$ cat src/rtl/bin2bcd_seq.sv
// Sequential binary-to-BCD converter (shift-add-3), one input bit per clock.
// Define BIN2BCD_SIGNED_EN to treat bin as two's complement and report its sign.
module bin2bcd_seq #(
    parameter int WIDTH  = 12,
    parameter int DIGITS = 4
) (
    input  logic                clk,
    input  logic                rst,
    input  logic                start,
    input  logic [WIDTH-1:0]    bin,
    output logic                busy,
    output logic                done,
    output logic [4*DIGITS-1:0] bcd,
    output logic                ovf,
    output logic                sign
);
    localparam int CNT_W = (WIDTH > 1) ? $clog2(WIDTH) : 1;
    localparam int BCD_W = 4 * DIGITS;

    typedef enum logic {IDLE, SHIFT} state_t;

    state_t           state, state_next;
    logic [CNT_W-1:0] cnt, cnt_next;
    logic [WIDTH-1:0] shreg, shreg_next;
    logic [BCD_W-1:0] work, work_next;
    logic [BCD_W-1:0] adj;
    logic [BCD_W-1:0] bcd_next;
    logic [WIDTH-1:0] operand;
    logic             ovf_sticky, sticky_next;
    logic             busy_next, done_next, ovf_next;
    logic             carry;

    // Digits >= 5 would reach >= 10 after doubling; pre-add 3 so the shift carries out.
    function automatic logic [3:0] adjust_digit(input logic [3:0] d);
        return (d >= 4'd5) ? d + 4'd3 : d;
    endfunction

`ifdef BIN2BCD_SIGNED_EN
    function automatic logic [WIDTH-1:0] magnitude(input logic [WIDTH-1:0] v);
        return v[WIDTH-1] ? (~v + 1'b1) : v;
    endfunction

    assign operand = magnitude(bin);
`else
    assign operand = bin;
`endif

    always_comb begin
        adj = '0;
        for (int k = 0; k < DIGITS; k++) begin
            adj[4*k +: 4] = adjust_digit(work[4*k +: 4]);
        end
    end

    assign carry = adj[BCD_W-1];

    always_comb begin
        state_next  = state;
        cnt_next    = cnt;
        shreg_next  = shreg;
        work_next   = work;
        sticky_next = ovf_sticky;
        busy_next   = 1'b0;
        done_next   = 1'b0;
        bcd_next    = bcd;
        ovf_next    = ovf;
        case (state)
            IDLE: begin
                if (start) begin
                    shreg_next  = operand;
                    work_next   = '0;
                    sticky_next = 1'b0;
                    cnt_next    = CNT_W'(WIDTH - 1);
                    state_next  = SHIFT;
                    busy_next   = 1'b1;
                end
            end
            SHIFT: begin
                work_next   = {adj[BCD_W-2:0], shreg[WIDTH-1]};
                shreg_next  = {shreg[WIDTH-2:0], 1'b0};
                sticky_next = ovf_sticky | carry;
                if (cnt == '0) begin
                    bcd_next   = work_next;
                    ovf_next   = ovf_sticky | carry;
                    done_next  = 1'b1;
                    state_next = IDLE;
                end else begin
                    cnt_next  = cnt - 1'b1;
                    busy_next = 1'b1;
                end
            end
            default: state_next = IDLE;
        endcase
    end

    always_ff @(posedge clk or posedge rst) begin
        if (rst) begin
            state      <= IDLE;
            cnt        <= '0;
            shreg      <= '0;
            work       <= '0;
            ovf_sticky <= 1'b0;
            busy       <= 1'b0;
            done       <= 1'b0;
            bcd        <= '0;
            ovf        <= 1'b0;
        end else begin
            state      <= state_next;
            cnt        <= cnt_next;
            shreg      <= shreg_next;
            work       <= work_next;
            ovf_sticky <= sticky_next;
            busy       <= busy_next;
            done       <= done_next;
            bcd        <= bcd_next;
            ovf        <= ovf_next;
        end
    end

`ifdef BIN2BCD_SIGNED_EN
    logic sign_pend, sign_q;

    // Sign is captured at acceptance but only published alongside the result.
    always_ff @(posedge clk or posedge rst) begin
        if (rst) begin
            sign_pend <= 1'b0;
            sign_q    <= 1'b0;
        end else begin
            if (state == IDLE && start) sign_pend <= bin[WIDTH-1];
            if (state == SHIFT && cnt == '0) sign_q <= sign_pend;
        end
    end

    assign sign = sign_q;
`else
    assign sign = 1'b0;
`endif

endmodule

$ cat config.mk
export PLATFORM = sky130hd
export DESIGN_NAME = bin2bcd_seq
export DESIGN_NICKNAME = d
export VERILOG_FILES = /design/src/rtl/bin2bcd_seq.sv
export SDC_FILE = /design/constraint.sdc
export NUM_CORES = 1
export LEC_CHECK = 0
export BUFFER_PORTS_ARGS = -buffer_cell sky130_fd_sc_hd__buf_2
export CORE_ASPECT_RATIO = 0.6
export CORE_MARGIN = 2
export CORE_UTILIZATION = 48
export CTS_CLUSTER_SIZE = 20
export DETAILED_ROUTE_END_ITERATION = 12
export PLACE_DENSITY_LB_ADDON = 0.3
export SYNTH_ARGS = -nofsm -noshare
export SYNTH_HDL_FRONTEND = slang
export SYNTH_SLANG_ARGS = --single-unit
$ cat constraint.sdc
create_clock -name clk -period 3.75 [get_ports clk]
set_clock_uncertainty 0.1 [all_clocks]
set_input_delay 0.1875 -clock clk [delete_from_list [all_inputs] [get_ports clk]]
set_output_delay 0.1875 -clock clk [all_outputs]
set_load 0.005 [all_outputs]
==> qor.txt <==
status - finished clean
Critical Path RT - 3.86 ns
post-route ant nets - 0
CTS max path bufs - 2
Final Setup Violations - 0
gpl congestion - 0.8385
Cell Pwr Density - 884.7 nW/um^2
CTS buffer count - 5
Detail Placement HPWL - 3118 um
simple-gate share of the synthesized area - 12.43%
final wirelength - 4735 um
Setup crit start kind - flip-flop
CTS Root Cell - clkbuf_8
initial antenna violation count - 0
Top Ports - 35
clk sinks - 52
Clock Power Share - 13.5%
slowest CP cell - dfrtp_1
GRT overflow - 0
adder-cell share of the synthesized area - 4.473%
Synth cell types - 37
Primary FF master, synth - dfrtp_1
# Max-Cap Violations - 0
diodes inserted - 0
fin nets - 294
cells along the critical path - nand3_2 > inv_4 > mux2_2
Switch Pwr - 0.9821 mW
Post-CTS Hold Buffers - 0
slowest cell delay on critical path - 0.89 ns
TritonCTS clock tree - built
GRT Util Overall - 18.29%
syn_nets - 265
Hold Fails Final Rpt - 0
depth of the CTS H-tree - 2
Final Cycle Share - 60.70%
Clock Latency Late Sink - 0.31 ns
CP endpoint kind - flip-flop
post_cts resized - 0
PortBufs - 33
core area - 5055 um^2
synthesized area per cell - 10.45 um^2
crit path max fanout - 28
Die Area - 5859 um^2
register area share after synthesis - 51.69%
DRT Pass-1 Iters - 4
DRC - 0
setup TNS - 0 ns
Slew HR - 27.75%
vias in the first global route - 1649
P_leak - 1.342 nW
Pins Over Slew Limit - 0
layout cells sized above 1 - 21.77%
Die W - 97.50 um
Reg-to-Reg End - bcd[14]
Max VDD drop - 0.0004478 V
asr flop ratio synth - 100.0%
Fmax achieved - 0.4393 GHz
Compound-Gate Fraction of Synth Area - 14.76%
Pint - 1.495 mW
first-pass GRT wire length - 8183 um
Setup crit start - state
R2R setup slack - 1.47 ns
post-synthesis mux area share - 10.14%
Slew @ Worst Pin - 1.082 ns
Cells after Synth - 241
Reg power frac - 42.4%
Fill cells - 454
via count - 1756
clock slew at reported path FFs - 0.10 ns
Crit Path Category - reg2reg
switching share of power - 39.64%
largest net degree at the start of global routing - 53
Tmin final - 2.276 ns
row cnt - 20
Reg2Reg Depth - 3
DR WL/cell - 14.05 um
Total Power - 2.477 mW
Critical R2R Launch - state
synth warn - 0
critical path arrival - 2.39 ns
Vias/cell - 5.211
Initial Util - 49.80%
flops & latches, synth - 52
drt initial violations - 59
Post-synth EDFFs - 0
setup bufs post-CTS - 0
Worst Setup EP - bcd[14]
main combinational cell family by area after synthesis - compound AO/OA/AOI/OAI gates
unrepaired setup endpoints after global routing - false
Die Ht - 60.10 um
synthesized-area fraction occupied by xor and xnor cells - 1.392%
combinational share of power - 44.2%
Post-Syn Area - 2517 um^2
hold crit path type - in2reg
Layout area overhead - 11.23%
synthesized netlist by cell type (4+ instances only):
| cell type | instances | area [um^2] |
|---|---|---|
| a21oi_1 | 13 | 65.06 |
| a22o_1 | 4 | 35.03 |
| buf_2 | 5 | 25.02 |
| dfrtp_1 | 52 | 1301 |
| ha_1 | 9 | 112.6 |
| inv_1 | 14 | 52.55 |
| mux2_2 | 4 | 45.04 |
| mux2_4 | 4 | 60.06 |
| mux2i_1 | 15 | 150.1 |
| nand2_1 | 30 | 112.6 |
| nand3_1 | 4 | 20.02 |
| nor2_1 | 10 | 37.54 |
| nor3_1 | 6 | 30.03 |
| nor3b_1 | 7 | 52.55 |
| o21ai_0 | 23 | 115.1 |
| o22ai_1 | 5 | 31.28 |
| xnor2_1 | 4 | 35.03 |
kinds of logic after synthesis:
| family | count (synthesis) |
|---|---|
| flip-flops | 52 |
| other | 1 |
| buffers and inverters | 27 |
| AND/OR/NAND/NOR | 65 |
| multiplexers | 23 |
| adder cells (fa/ha/maj) | 9 |
| XOR/XNOR | 4 |
| AO/OA/AOI/OAI | 60 |
power by group through the flow:
stage	combinational, mW	clock [mW]	sequential (mW)
5_1_grt	1.25	0.369	1.09
4_1_cts	1.11	0.344	1.05
2_1_floorplan	0.870	0	0.993
6_report	1.09	0.333	1.05
3_5_place_dp	1.10	0	1.06
3_3_place_gp	1.07	0	1.06
flip-flops by register name, indices dropped and copies added (netlist names):
name / count
state: 1
ovf: 1
bcd: 16
work: 16
done: 1
shreg: 12
cnt: 4
ovf_sticky: 1
metal layers:
layer  routed length (um)  up-vias  track usage, %
met2                 1947       36           27.49
li1                     -      887               -
met3                  234        7           4.327
met1                 2466      826           25.58
met4                   86        0           8.333
met5                    0        -               0
worst min-delay path by stage:
stage	to	cells past startpoint	slack, ns	startpoint
5_1_grt	shreg[0]	3	0.06	bin[0]
2_1_floorplan	shreg[0]	2	0.24	bin[0]
3_3_place_gp	shreg[0]	3	0.34	bin[0]
6_report	shreg[0]	3	0.02	bin[0]
3_5_place_dp	shreg[0]	3	0.35	bin[0]
4_1_cts	shreg[0]	3	0.01	bin[0]
critical path, delay by kind of cell (launching register included):
kind                   cells  cell delay, ns
buffers and inverters      1            0.36
and+or+nand+nor            1            0.44
muxes                      1            0.37
DFF                        1            0.89
metrics by stage:
stage	setup slack (ns)	instance area [um^2]	cells	hold WS [ns]	util (%)
floorplan	2.127	2517	241	0.2438	-
global placement	1.542	2706	329	0.3414	53.54
detailed placement	1.458	2706	329	0.3537	53.54
CTS	1.444	2800	337	0.01450	55.40
global route	1.293	2800	337	0.06436	55.40
finish	1.474	2800	337	0.01746	55.40
area by class of cell:
type	count	area (um^2)	share of cell area [%]
well taps	66	82.58	2.949
inverters	15	58.81	2.100
clock inverters	1	7.507	0.2681
clock buffers	7	86.33	3.083
repair buffers	34	172.7	6.166
multi-input cells	162	1091	38.96
flip-flops and latches	52	1301	46.47
cell usage in the layout (no fill, tap or decap), drive strengths merged:
cell type and count:
buf 34, a2bb2oi 1, o21ai 26, a31oi 2, nor3b 7, o41ai 1, xnor2 4, nor3 6
conb 1, dfrtp 52, nor2 11, nand3 5, clkinvlp 1, ha 9, mux2i 15, inv 15
o22ai 5, a21oi 16, mux2 8, nand2b 5, o31ai 2, a21o 3, nand3b 1, nand2 30
a22o 4, clkbuf 7
Note: power is estimated with default switching activity, not from simulation.
